--- src/rtl/caravel_hk_pkg.sv ---
// Shared constants and the state type for the housekeeping SPI slave.
package caravel_hk_pkg;

  localparam logic [7:0] CMD_RD      = 8'h40;
  localparam logic [7:0] CMD_WR      = 8'h80;
  localparam logic [7:0] CMD_RW      = 8'hC0;
  localparam logic [7:0] CMD_USER_PT = 8'hC2;
  localparam logic [7:0] CMD_MGMT_PT = 8'hC4;

  localparam logic [7:0] ADDR_MFGR_HI  = 8'h01;
  localparam logic [7:0] ADDR_MFGR_LO  = 8'h02;
  localparam logic [7:0] ADDR_PRODUCT  = 8'h03;
  localparam logic [7:0] ADDR_CPU_RST  = 8'h0b;
  localparam logic [7:0] ADDR_SCRATCH0 = 8'h0c;
  localparam logic [7:0] ADDR_SCRATCH1 = 8'h0d;
  localparam logic [7:0] ADDR_SCRATCH2 = 8'h0e;
  localparam logic [7:0] ADDR_SCRATCH3 = 8'h0f;

  typedef enum logic [2:0] {
    ST_IDLE,
    ST_CMD,
    ST_ADDR,
    ST_DATA,
    ST_PASSTHRU
  } hk_state_e;

endpackage

--- src/rtl/caravel_hk_sync.sv ---
// Two-flop synchronizer with single-cycle rise/fall pulses in the clock domain.
module caravel_hk_sync #(
  parameter logic RST_VAL = 1'b0
) (
  input  logic clock,
  input  logic resetb,
  input  logic din,
  output logic level,
  output logic rise,
  output logic fall
);

  logic [2:0] pipe;

  // pipe[1] is the synchronized level, pipe[2] its previous value for edges
  always_ff @(posedge clock or negedge resetb) begin
    if (!resetb) pipe <= {3{RST_VAL}};
    else         pipe <= {pipe[1:0], din};
  end

  assign level = pipe[1];
  assign rise  = pipe[1] & ~pipe[2];
  assign fall  = ~pipe[1] & pipe[2];

endmodule

--- src/rtl/caravel_hk_spi.sv ---
// Housekeeping SPI slave: register access (IDs, CPU reset, scratch) and
// flash pass-thru. Define MGMT_PASSTHRU_EN to add the management flash
// pass-thru ports and command 0xC4.
//
// state       | meaning
// ST_IDLE     | CSB high, waiting for CSB fall
// ST_CMD      | shifting in the command byte
// ST_ADDR     | shifting in the stream address byte
// ST_DATA     | streaming data bytes (or dead command)
// ST_PASSTHRU | raw pins forwarded to flash until CSB rises
module caravel_hk_spi
  import caravel_hk_pkg::*;
#(
  parameter logic [7:0]  PRODUCT_ID = 8'h11,
  parameter logic [11:0] MFGR_ID    = 12'h456
) (
  input  logic clock,
  input  logic resetb,
  input  logic spi_csb,
  input  logic spi_sck,
  input  logic spi_sdi,
  output logic spi_sdo,
  output logic spi_sdo_oe,
  output logic user_csb,
  output logic user_sck,
  output logic user_sdo,
  input  logic user_sdi,
`ifdef MGMT_PASSTHRU_EN
  output logic mgmt_csb,
  output logic mgmt_sck,
  output logic mgmt_sdo,
  input  logic mgmt_sdi,
`endif
  output logic cpu_reset
);

  hk_state_e   state, state_nxt;
  logic        sck_q, sck_rise, sck_fall;
  logic        csb_q, csb_rise, csb_fall;
  logic        sdi_meta, sdi_q;
  logic        sck_armed, bit_strobe, in_frame, byte_done, wr_strobe;
  logic [2:0]  bit_cnt;
  logic [6:0]  shift_in;
  logic [7:0]  byte_in, addr, rd_addr, rd_data, sdo_sr;
  logic        rd_en, wr_en, pt_mgmt, cpu_rst;
  logic [7:0]  scratch [4];
  logic        cmd_rd, cmd_wr, cmd_mgmt, cmd_pt, cmd_stream;
  logic        pt_state, pt_open, user_open, rd_phase;

  caravel_hk_sync #(.RST_VAL(1'b0)) u_sync_sck (
    .clock(clock), .resetb(resetb), .din(spi_sck),
    .level(sck_q), .rise(sck_rise), .fall(sck_fall)
  );

  caravel_hk_sync #(.RST_VAL(1'b1)) u_sync_csb (
    .clock(clock), .resetb(resetb), .din(spi_csb),
    .level(csb_q), .rise(csb_rise), .fall(csb_fall)
  );

  // SDI only needs its level; it is aligned with the synchronized SCK edge
  always_ff @(posedge clock or negedge resetb) begin
    if (!resetb) {sdi_q, sdi_meta} <= 2'b00;
    else         {sdi_q, sdi_meta} <= {sdi_meta, spi_sdi};
  end

  // Accept a rising SCK only after SCK was seen low (mode 0 idles low)
  always_ff @(posedge clock or negedge resetb) begin
    if (!resetb)       sck_armed <= 1'b0;
    else if (csb_fall) sck_armed <= ~sck_q;
    else if (sck_fall) sck_armed <= 1'b1;
    else if (sck_rise) sck_armed <= 1'b0;
  end

  assign bit_strobe = sck_rise & sck_armed & ~csb_q;
  assign in_frame   = (state == ST_CMD) || (state == ST_ADDR) || (state == ST_DATA);
  assign byte_in    = {shift_in, sdi_q};
  assign byte_done  = bit_strobe & in_frame & (bit_cnt == 3'd7);
  assign wr_strobe  = byte_done & (state == ST_DATA) & wr_en;

  assign cmd_rd     = (byte_in == CMD_RD) || (byte_in == CMD_RW);
  assign cmd_wr     = (byte_in == CMD_WR) || (byte_in == CMD_RW);
  assign cmd_stream = cmd_rd | cmd_wr;
`ifdef MGMT_PASSTHRU_EN
  assign cmd_mgmt   = (byte_in == CMD_MGMT_PT);
`else
  assign cmd_mgmt   = 1'b0;
`endif
  assign cmd_pt     = (byte_in == CMD_USER_PT) | cmd_mgmt;

  // State register
  always_ff @(posedge clock or negedge resetb) begin
    if (!resetb) state <= ST_IDLE;
    else         state <= state_nxt;
  end

  // Next state; CSB high overrides everything
  always_comb begin
    state_nxt = state;
    case (state)
      ST_IDLE: if (csb_fall) state_nxt = ST_CMD;
      ST_CMD: begin
        if (byte_done) begin
          if (cmd_stream)  state_nxt = ST_ADDR;
          else if (cmd_pt) state_nxt = ST_PASSTHRU;
          else             state_nxt = ST_DATA;
        end
      end
      ST_ADDR: if (byte_done) state_nxt = ST_DATA;
      default: state_nxt = state;
    endcase
    if (csb_q) state_nxt = ST_IDLE;
  end

  // The byte being loaded for output is the addressed one or the next one
  assign rd_addr = (state == ST_ADDR) ? byte_in : addr + 8'd1;

  // Register read mux
  always_comb begin
    rd_data = 8'h00;
    case (rd_addr)
      ADDR_MFGR_HI:  rd_data = {4'h0, MFGR_ID[11:8]};
      ADDR_MFGR_LO:  rd_data = MFGR_ID[7:0];
      ADDR_PRODUCT:  rd_data = PRODUCT_ID;
      ADDR_CPU_RST:  rd_data = {7'h00, cpu_rst};
      ADDR_SCRATCH0,
      ADDR_SCRATCH1,
      ADDR_SCRATCH2,
      ADDR_SCRATCH3: rd_data = scratch[rd_addr[1:0]];
      default:       rd_data = 8'h00;
    endcase
  end

  // Bit counter, shifters, address pointer and command flags
  always_ff @(posedge clock or negedge resetb) begin
    if (!resetb) begin
      bit_cnt  <= 3'd0;
      shift_in <= 7'd0;
      addr     <= 8'd0;
      sdo_sr   <= 8'd0;
      rd_en    <= 1'b0;
      wr_en    <= 1'b0;
      pt_mgmt  <= 1'b0;
    end else if (csb_rise) begin
      bit_cnt  <= 3'd0;
      shift_in <= 7'd0;
      addr     <= 8'd0;
      sdo_sr   <= 8'd0;
      rd_en    <= 1'b0;
      wr_en    <= 1'b0;
      pt_mgmt  <= 1'b0;
    end else if (bit_strobe && in_frame) begin
      bit_cnt  <= bit_cnt + 3'd1;
      shift_in <= byte_in[6:0];
      if (bit_cnt != 3'd7) begin
        sdo_sr <= {sdo_sr[6:0], 1'b0};
      end else begin
        case (state)
          ST_CMD: begin
            rd_en   <= cmd_rd;
            wr_en   <= cmd_wr;
            pt_mgmt <= cmd_mgmt;
          end
          ST_ADDR: begin
            addr   <= byte_in;
            sdo_sr <= rd_data;
          end
          ST_DATA: begin
            addr   <= addr + 8'd1;
            sdo_sr <= rd_data;
          end
          default: ;
        endcase
      end
    end
  end

  // Writable registers; a partial byte never reaches here
  always_ff @(posedge clock or negedge resetb) begin
    if (!resetb) begin
      cpu_rst <= 1'b0;
      for (int i = 0; i < 4; i++) scratch[i] <= 8'h00;
    end else if (wr_strobe) begin
      case (addr)
        ADDR_CPU_RST: cpu_rst <= byte_in[0];
        ADDR_SCRATCH0,
        ADDR_SCRATCH1,
        ADDR_SCRATCH2,
        ADDR_SCRATCH3: scratch[addr[1:0]] <= byte_in;
        default: ;
      endcase
    end
  end

  // Pass-thru gating uses the raw CSB pin so it closes without sync delay
  assign pt_state  = (state == ST_PASSTHRU);
  assign pt_open   = pt_state & ~spi_csb;
  assign user_open = pt_open & ~pt_mgmt;
  assign rd_phase  = (state == ST_DATA) & rd_en;

  assign user_csb   = user_open ? spi_csb : 1'b1;
  assign user_sck   = user_open & spi_sck;
  assign user_sdo   = user_open & spi_sdi;
  assign spi_sdo_oe = pt_open | rd_phase;

`ifdef MGMT_PASSTHRU_EN
  assign mgmt_csb  = (pt_open & pt_mgmt) ? spi_csb : 1'b1;
  assign mgmt_sck  = pt_open & pt_mgmt & spi_sck;
  assign mgmt_sdo  = pt_open & pt_mgmt & spi_sdi;
  assign spi_sdo   = pt_open ? (pt_mgmt ? mgmt_sdi : user_sdi) : (rd_phase & sdo_sr[7]);
  assign cpu_reset = cpu_rst | (pt_state & pt_mgmt);
`else
  assign spi_sdo   = pt_open ? user_sdi : (rd_phase & sdo_sr[7]);
  assign cpu_reset = cpu_rst;
`endif

endmodule

--- config.mk ---
export PLATFORM = sky130hd
export DESIGN_NAME = caravel_hk_spi
export DESIGN_NICKNAME = d
export VERILOG_FILES = /design/src/rtl/caravel_hk_pkg.sv /design/src/rtl/caravel_hk_sync.sv /design/src/rtl/caravel_hk_spi.sv
export SDC_FILE = /design/constraint.sdc
export NUM_CORES = 1
export LEC_CHECK = 0
export CELL_PAD_IN_SITES_DETAIL_PLACEMENT = 0
export CELL_PAD_IN_SITES_GLOBAL_PLACEMENT = 1
export CORE_MARGIN = 10
export CORE_UTILIZATION = 53
export DETAILED_ROUTE_END_ITERATION = 10
export HOLD_SLACK_MARGIN = 0.06
export PLACE_DENSITY_LB_ADDON = 0.1
export SYNTH_ARGS = -nofsm -noshare
export SYNTH_HDL_FRONTEND = slang
export SYNTH_SLANG_ARGS = --single-unit
export TNS_END_PERCENT = 10
--- constraint.sdc ---
create_clock -name clock -period 4.1 [get_ports clock]
set_input_delay 0.82 -clock clock [delete_from_list [all_inputs] [get_ports clock]]
set_output_delay 0.82 -clock clock [all_outputs]
set_load 0.02 [all_outputs]
# Word level (Yosys, flattened, before mapping)
# Cells that the tools add are included.
[word_totals]
romBits = 0
mem_bits_rw = 0
regBits = 74
elab_cells = 142
output_inout_bits = 6
memories = 0
latch_bits = 0
inputBits = 6
[op_classes]
n_shift = 0
addsub = 2
bitwise_logic = 26
div_mod_pow = 0
order_cmp = 3
mux = 44
eq_ne = 27
multipliers = 0
n_reduce_logical = 22
[ops]
columns = ["operator", "n"]
rows = [
  ["8-bit 2-to-1 mux", 11],
  ["8-bit by 4-bit == test with 1-bit output, second input constant", 10],
  ["8-bit case mux with 5 select lines", 1],
  ["32-bit bitwise mux", 1],
  ["8-bit == test, second input constant", 3],
  ["3-bit 2-to-1 mux", 8],
  ["1-bit 2-to-1 mux", 17],
  ["1-bit AND", 16],
  ["8-bit binary-select mux with 2-bit select", 1],
  ["8-bit demux with 2-bit select", 1],
  ["8-bit by 2-bit == test with 1-bit output, second input constant", 2],
  ["8-bit case mux with 2 select lines", 1],
  ["7-bit 2-to-1 mux", 2],
  ["3-bit by 2-bit inequality test with 1-bit output, second input constant", 3],
  ["3-bit case mux with 3 select lines", 1],
  ["3-bit nonzero test", 3],
  ["8-bit by 1-bit adder with 8-bit output, second input constant", 1],
  ["8-bit by 1-bit == test with 1-bit output, second input constant", 1],
  ["8-bit by 7-bit == test with 1-bit output, second input constant", 1],
  ["4-bit OR reduction", 2],
  ["3-bit by 2-bit == test with 1-bit output, second input constant", 2],
  ["3-bit == test, second input constant", 2],
  ["3-bit >= comparator, second input constant", 2],
  ["1-bit inverter", 6],
  ["16 further kinds", 26],
]

# Logic depth before layout (Yosys ltp)
# Gate-level depths: netlist (run 1).
[depth]
ltp_word = 11
depth_mapped = 9
mapped_depth_nobuf = 8

# By module
# Synthesis (run 1) repeated with hierarchy kept, for this count alone.
[hier_totals]
hier_cells = 346
hier_area_um2 = 3777.4
[modules_own_cells]
columns = ["module", "seq_area_each_um2", "n_inst", "area_per_inst_um2", "cells_per_inst"]
rows = [
  ["caravel_hk_spi", 1676.6, 1, 3593.4, 336],
  ["caravel_hk_sync (u_sync_csb)", 78.8, 1, 93.8, 5],
  ["caravel_hk_sync (u_sync_sck)", 75.1, 1, 90.1, 5],
]

# Worst setup path before layout (run 1)
# OpenSTA, ideal clock, no wires.
[synth_path]
kind = "input to output"
start = "input spi_csb"
end = "output spi_sdo"
path_stages = 4
path_buffers = 0
setup_slack_ns = 1.053
t_arrival_ns = 2.227
required_ns = 3.280
cell_sequence = "nor4b_1 -> inv_1 -> nand2_1 -> a21boi_0"
[synth_between]
elab_chain_len = 3
[synth_lines]
columns = ["element", "line_no", "source"]
rows = [
  ["from (decl)", "caravel_hk_spi.sv:19", "input logic spi_csb,"],
  ["1-bit inverter", "caravel_hk_spi.sv:196", "assign pt_open = pt_state & ~spi_csb;"],
  ["1-bit AND", "caravel_hk_spi.sv:196", ""],
  ["1-bit 2-to-1 mux", "caravel_hk_spi.sv:212", "assign spi_sdo = pt_open ? user_sdi : (rd_phase & sdo_sr[7]);"],
  ["to (decl)", "caravel_hk_spi.sv:22", "output logic spi_sdo,"],
]
# No other way between the ends.

# Final worst setup path (run 1)
# Ends and elaborated chain as after synthesis.

==> run summary, run 1 <==
The flow ran to the end, and the final reports show no timing, DRC or antenna violations. For this run, the post-layout net count is 362. The pin count of the biggest net entering global routing is 74. The number of antenna diodes in the final layout is 0.

Traced cell by cell, the critical path runs through clkdlybuf4s50_1 > nor4b_1 > inv_1 > nand2_1 > a21boi_0 > clkdlybuf4s50_1. The synthesized flop and latch total is 73. The global-route layer with the greatest usage is met2. The sum of routed wire length over all layers is 8050 microns. The aggregate negative setup slack is 0 ps.

Among all flip-flop cells after synthesis, the most frequent one is sky130_fd_sc_hd__dfrtp_1. The total instance count after detailed placement came out at 433. Measured against its own limit, the worst slew margin works out to 0.396. The met2 track utilization from global routing is 0.248. The number of levels in the clock H-tree is 3.

The area added between synthesis and finish came out at 8.52%. After clock tree synthesis, the clock-pin slew on the worst setup and hold paths is 70 ps. The pin slew with the least headroom to its limit is 906 ps. The worst setup path category is input port to primary output. The number of synthesized flops with an enable pin is 0. The first global-routing pass estimated 13400 microns of wire. The die area is 10900 sq um. The later pin in the worst-skew pair is clocked with a latency of 340 ps. The worst setup path is launched from an input port.

The internal power of the cells totals 1.02 mW. The x dimension of the die is 104 microns. The hold violation count in the final report came to 0. The effective utilization at floorplan came out at 0.550.

In this run the power density over the cells is 318 nW/um^2. For this run, design rule violations remaining after detail routing come to 0. In this run the mean area of a mapped cell was 10.9 sq um. The number of sinks driven by the clock tree came out at 73. The number of violations reported at the end of detailed-routing iteration 0 came out at 127. Clock tree synthesis selected as its root buffer the cell sky130_fd_sc_hd__clkbuf_8.

The classification of the worst-slack hold path is register to register. The number of nets with antenna violations after detailed routing came out at 0. The met3 global-route usage came out at 0.0310.

The quantity of hold-fixing buffers added after cts is 0. The share of total power in sequential cells came out at 0.567. The count of cells resized by post-cts repair is 0.

The total clock buffers created by CTS is 9. The height of the chip is 104 microns. The placer's final routability congestion estimate is 0.850. STA puts the critical path data arrival time at 2790 ps. The hold-critical path depth came out at 0. The max-cap violation count is 0.

The setup-violating endpoint count in the final report is 0. The post-detailed-placement half-perimeter wirelength came out at 5620 microns. The worst slack at placement is 455 ps. Timing would allow up to 277 MHz. The critical-path cell with the highest stage delay is sky130_fd_sc_hd__clkdlybuf4s50_1. The total nets after synthesis came out at 359.

The longest individual stage delay on the worst path is 630 ps. The top-level port count came out at 12. The via count normalized by instance count came out at 5.84.

After detailed routing, the average wire length per cell comes to 18.0 microns. The row count came out at 30. The cell area after synthesis is 3780 sq um.

Overall power consumption after layout is estimated at 1.30 mW. The max-slew violation count came out at 0. The worst setup path is captured at a primary output. The number of buffers inserted by port buffering came out at 11. The total setup buffers inserted after CTS is 0.

The maximum number of buffers from clock root to sink is 2. The net switching fraction of the power came out at 0.218. The final standard cell area without fillers is 4100 sq um.

The synthesized netlist contains 58 unique library cells. Setup repair after global routing left no endpoint under its margin. The required time of the critical path is 3280 ps. The post-route clock period utilization came out at 0.881. Clock skew on the completed layout was measured at 6.15 ps. Across every metal layer, demand over resource in global routing totals 0.151.

The worst setup margin came out at 489 ps. The overflow left after global routing came out at 0. The power share of the clock group is 0.405. At the end of the flow the core is filled with cells to 0.597. The first detailed-routing pass ran for 4 iterations. The fraction of layout instances using a drive strength above 1 came out at 0.182.

The share of the yosys chip area belonging to registers came out at 0.485. TritonCTS built the clock tree. The cell repeated most along the worst path is sky130_fd_sc_hd__clkdlybuf4s50_1. After layout, the minimum clock period comes to 3610 ps.

In this run the static leakage power is 1.92 nW. The instance count of the mapped netlist is 345. The part of the total power dissipated in combinational logic came out at 0.029. The via count of the first global-routing pass came out at 2582.

In the synthesized netlist the async set-or-reset flop fraction comes to 1.00. The global-route met1 utilization is 0.193. The switching power is 0.284 mW. The number of warning messages in the yosys log came out at 0. The worst voltage drop across the vdd grid came out at 227 uV.

The maximum net fanout on the critical path came out at 4. The tightest hold margin came out at 350 ps. Measured in cells, the most critical reg-to-reg path has a length of 6. The number of antenna violations at the first check in global routing is 0. The final route contains 2618 vias. The post-layout instance count excluding filler cells is 448. The placed instance area is 3920 sq um. The core outline area came out at 6870 sq um.
[final timing paths]
kind                            startpoint                  to  slack (ps)
worst max-delay path               spi_csb             spi_sdo         490
worst min-delay path              sdi_meta               sdi_q         350
worst max register to register    state[0]           sdo_sr[6]        1350
worst min register to register    sdi_meta               sdi_q         350
max in group asynchronous           resetb          scratch[7]        2910
min in group asynchronous           resetb  u_sync_sck.pipe[1]         600
[per-layer routing]
metal / vias to the layer above / wire length (microns)
li1: 1253 / -
met1: 1314 / 3670
met2: 41 / 4010
met3: 10 / 270
met4: 0 / 99
met5: - / 0
[power by group through the flow]
stage	Combinational, mW	Sequential, mW	Clock [mW]
floorplan	0.0195	0.745	0
global placement	0.0382	0.751	0
detailed placement	0.0386	0.751	0
CTS	0.0388	0.737	0.538
global route	0.0427	0.738	0.567
finish	0.0373	0.737	0.526
[Yosys cell counts (3+ instances only)]
cell type / n / area share
sky130_fd_sc_hd__buf_2: 3 / 0.0040
sky130_fd_sc_hd__ha_1: 8 / 0.027
sky130_fd_sc_hd__nand3_1: 11 / 0.015
sky130_fd_sc_hd__a32oi_1: 3 / 0.0070
sky130_fd_sc_hd__mux2_2: 33 / 0.098
sky130_fd_sc_hd__mux2i_1: 12 / 0.032
sky130_fd_sc_hd__nor3_1: 7 / 0.0093
sky130_fd_sc_hd__nor2_1: 33 / 0.033
sky130_fd_sc_hd__nand2_1: 31 / 0.031
sky130_fd_sc_hd__a21oi_1: 9 / 0.012
sky130_fd_sc_hd__o21ai_0: 17 / 0.023
sky130_fd_sc_hd__and2_1: 4 / 0.0066
sky130_fd_sc_hd__o211ai_1: 3 / 0.0060
sky130_fd_sc_hd__a22oi_1: 4 / 0.0080
sky130_fd_sc_hd__dfstp_2: 3 / 0.021
sky130_fd_sc_hd__clkbuf_1: 14 / 0.014
sky130_fd_sc_hd__or2_2: 3 / 0.0050
sky130_fd_sc_hd__inv_1: 9 / 0.0089
sky130_fd_sc_hd__nor4_1: 4 / 0.0066
sky130_fd_sc_hd__xor2_1: 5 / 0.012
sky130_fd_sc_hd__a31oi_1: 6 / 0.0099
sky130_fd_sc_hd__a211oi_1: 4 / 0.0080
sky130_fd_sc_hd__dfrtp_1: 70 / 0.46
sky130_fd_sc_hd__mux4_1: 6 / 0.042
[sequential cells by signal, summed over array words and instances, names as in the netlist]
register         flops
sdi_meta             1
sdi_q                1
sck_armed            1
shift_in             7
scratch             32
u_sync_sck.pipe      3
wr_en                1
u_sync_csb.pipe      3
cpu_reset            1
sdo_sr               8
state                3
addr                 8
bit_cnt              3
rd_en                1
[critical path: cells and delay by family]
kind / cells / cell delay (ps)
AND/OR/NAND/NOR: 2 / 620
AO/OA/AOI/OAI: 1 / 170
buffers and inverters: 3 / 1190
[layout by cell type (no fill, tap or decap), drive strengths merged, types with 3 or more instances in the layout]
cell           instances
a22oi                  4
dfrtp                 70
o211ai                 3
clkbuf                12
ha                     8
clkdlybuf4s50         10
dfstp                  3
and2                   4
nor3                   9
nand2                 31
a211oi                 5
o21ai                 19
nor4                   4
xor2                   5
mux4                   7
mux2                  33
inv                    9
a31oi                  6
buf                    5
a32oi                  3
nand3                 11
mux2i                 14
or2                    3
a21oi                  9
nor2                  33
[layout make-up]
cell class | count | area, sq um
fill | 611 | 2770
sequential | 73 | 1830
multi-input combinational | 240 | 1800
timing repair buffer | 15 | 138
clock buffer | 12 | 135
tap | 96 | 120
clock inverter | 3 | 42.5
inverter | 9 | 33.8
[cell families (layout without fill, tap and decap cells)]
kind of cell	after synthesis	count (layout)	synth area share
buffers and inverters	32	39	0.0391
AO/OA/AOI/OAI	60	60	0.103
adder cells (fa/ha/maj)	8	8	0.0265
XOR/XNOR	6	6	0.0139
multiplexers	54	54	0.188
AND/OR/NAND/NOR	112	112	0.145
flip-flops	73	73	0.485
Power figures use the tool's default switching activity.
==> run 2: changes to the inputs <==
--- a/config.mk
+++ b/config.mk
@@ -7,7 +7,7 @@
 export LEC_CHECK = 0
 export CELL_PAD_IN_SITES_DETAIL_PLACEMENT = 0
 export CELL_PAD_IN_SITES_GLOBAL_PLACEMENT = 1
-export CORE_MARGIN = 10
+export CORE_MARGIN = 2
 export CORE_UTILIZATION = 53
 export DETAILED_ROUTE_END_ITERATION = 10
 export HOLD_SLACK_MARGIN = 0.06
==> run summary, run 2 (same netlist as run 1, synthesis figures left out) <==
The core outline area is 6830 sq um (-0.55%). The clock slew seen by the registers of the worst setup and hold paths is 70 ps (about the same). The clock insertion delay at the later pin of the skew report is 360 ps (+20 ps).

The area added between synthesis and finish is 8.38%. The aggregate negative setup slack came out at 0 ps (unchanged). The arrival time at the worst endpoint is 2770 ps (-20 ps).

The placer's final routability congestion estimate is 0.860 (+1.1%). The longest individual stage delay on the worst path came to 620 ps (about the same). The tightest hold margin came to 351 ps (+0.299 ps). The path class of the tightest hold or removal check is register to register. The max-cap violation count is 0 (unchanged).

Setup repair after global routing left no endpoint under its margin. The worst slack at placement is 478 ps (+23.0 ps). The setup-violating endpoint count in the final report is 0 (unchanged). The pin slew with the least headroom to its limit came out at 944 ps (+38.2 ps). The via count of the first global-routing pass is 2490 (-3.6%). The hold violation count in the final report came out at 0 (unchanged). The post-route clock period utilization came out at 0.874 (-0.00619).

The wire length of the first global-routing pass came out at 12800 microns (-4.1%). The required time of the critical path is 3280 ps (about the same). The number of iterations in the first detailed-routing pass is 5 (+1).

Leaving out fill and tap cells, the most frequent cells in the layout are sky130_fd_sc_hd__dfrtp_1, sky130_fd_sc_hd__nor2_1, sky130_fd_sc_hd__mux2_2. The maximum number of buffers from clock root to sink came out at 2 (unchanged). The via count normalized by instance count came out at 5.79 (-0.96%). The power density over the cells came to 315 nW/um^2 (-0.65%).

The critical path is of the input port to primary output type. The number of antenna violations at the first check in global routing came out at 0 (unchanged). The flow ran to the end, and the final reports show no timing, DRC or antenna violations. The pin count of the biggest net entering global routing is 74 (unchanged).

The count of nets after finishing is 361 (-0.28%). The internal reg-to-reg setup slack came out at 1240 ps (-110 ps). The total power of the final layout is 1.29 mW (-0.77%). In the final layout, the registers with the most flip-flops are scratch: 32 flops, addr: 8 flops, sdo_sr: 8 flops. The fraction of layout instances using a drive strength above 1 is 0.188 (+0.00622). The effective utilization at floorplan was 0.553 (+0.00302). The kind of launch point of the worst setup path is an input port. The DRC violations left was 0 (unchanged).

More flip-flops sit in one register than any other, and that register is scratch. The flip-flop count of the largest register, all copies and words added came out at 32 (unchanged). The leakage component of the power is 1.92 nW (-0.22%).

The maximum net fanout on the critical path is 4 (unchanged). The die area came out at 7820 sq um (-28%). The worst setup path is captured at a primary output. The count of cells resized by post-cts repair came to 0 (unchanged).

The remaining max-slew budget at the tightest pin came out at 0.368 (-0.0278). The number of sinks driven by the clock tree is 73 (unchanged). The worst voltage drop across the vdd grid came to 274 uV (+21%).

The quantity of hold-fixing buffers added after cts is 0 (unchanged). The routed via count came to 2587 (-1.2%). The number of buffers inserted by port buffering was 11 (unchanged). The commonest non-fill, non-tap cell in the layout is sky130_fd_sc_hd__dfrtp_1.

The critical path goes through clkdlybuf4s50_1 > nor4b_1 > inv_1 > nand2_1 > a21boi_0 > clkdlybuf4s50_1. The root buffer cell chosen for the clock tree is sky130_fd_sc_hd__clkbuf_8. The largest individual stage delay along the critical path comes from the cell sky130_fd_sc_hd__clkdlybuf4s50_1.

The height of the chip is 88.4 microns (-15%). The post-layout minimum cycle time is 3590 ps (-25.4 ps). The worst setup margin came out at 515 ps (+25.4 ps). The overflow left after global routing is 0 (unchanged). The number of levels in the clock H-tree was 3 (unchanged).

TritonCTS built the clock tree. The post-detailed-placement half-perimeter wirelength is 5340 microns (-4.9%). The max-slew violation count is 0 (unchanged). The number of violations reported at the end of detailed-routing iteration 0 is 93 (-27%). The sum of routed wire length over all layers is 7860 microns (-2.4%).

The cell that appears most often on the critical path is sky130_fd_sc_hd__clkdlybuf4s50_1. The per-cell routed wire length is 17.6 microns (-2.2%). The total clock buffers created by CTS is 9 (unchanged). The count of inserted antenna diode cells came out at 0 (unchanged). The number of nets with antenna violations after detailed routing was 0 (unchanged). The total track usage is 0.223 (+0.0720). The row count is 30 (unchanged). The total setup buffers inserted after CTS is 0 (unchanged).

The top-level port count is 12 (unchanged). The maximum clock rate is 279 MHz (+0.71%). The x dimension of the die came out at 88.4 microns (-15%). The worst clock skew came to 5.69 ps (-0.460 ps).
-- run 2: cell types whose count changed in the layout (fill, tap and decap cells not counted), sizes merged --
cell      change
clkbuf        -1
clkinvlp      +1
clkinv        +1
bufinv        -1
buf           -1
-- run 2: final timing paths --
| check | startpoint | end | cells past startpoint |
|---|---|---|---|
| worst max-delay path | spi_csb | spi_sdo | 6 |
| worst min-delay path | u_sync_sck.pipe[0] | u_sync_sck.pipe[1] | 0 |
| worst max register to register | addr[0] | sdo_sr[6] | 7 |
| worst min register to register | u_sync_sck.pipe[0] | u_sync_sck.pipe[1] | 0 |
| max in group asynchronous | resetb | scratch[4] | 1 |
| min in group asynchronous | resetb | u_sync_sck.pipe[2] | 1 |
-- run 2: report_power, final --
part / internal [mW] / switching, mW / leakage, nW / total [mW]
Clock: 0.249 / 0.269 / 0.0874 / 0.518
Sequential: 0.728 / 0.00933 / 0.995 / 0.737
Combinational: 0.0109 / 0.0249 / 0.837 / 0.0358
-- run 2: layout make-up --
type	count	area, sq um
Sequential cell	73	1830
Multi-Input combinational cell	240	1800
Clock inverter	4	28.8
Timing Repair Buffer	14	130
Clock buffer	11	151
Inverter	9	33.8
Tap cell	96	120
Fill cell	581	2740
-- run 2: critical path: cells and delay by family --
| kind | cells | cell delay, ps |
|---|---|---|
| buffers and inverters | 3 | 1180 |
| and+or+nand+nor | 2 | 580 |
| AOI/OAI and AO/OA | 1 | 170 |
-- run 2: routing by layer --
layer | GRT usage | vias to the layer above | wire length (microns)
li1 | - | 1249 | -
met1 | 0.304 | 1285 | 3640
met2 | 0.343 | 37 | 3760
met3 | 0.0532 | 16 | 313
met4 | 0.0992 | 0 | 146
met5 | 0 | - | 0
-- run 2: per-stage QoR --
stage,cell area [sq um],instances,util
floorplan,3780,345,-
global placement,3910,432,0.573
detailed placement,3910,432,0.573
CTS,4090,447,0.599
global route,4090,447,0.599
finish,4090,447,0.599
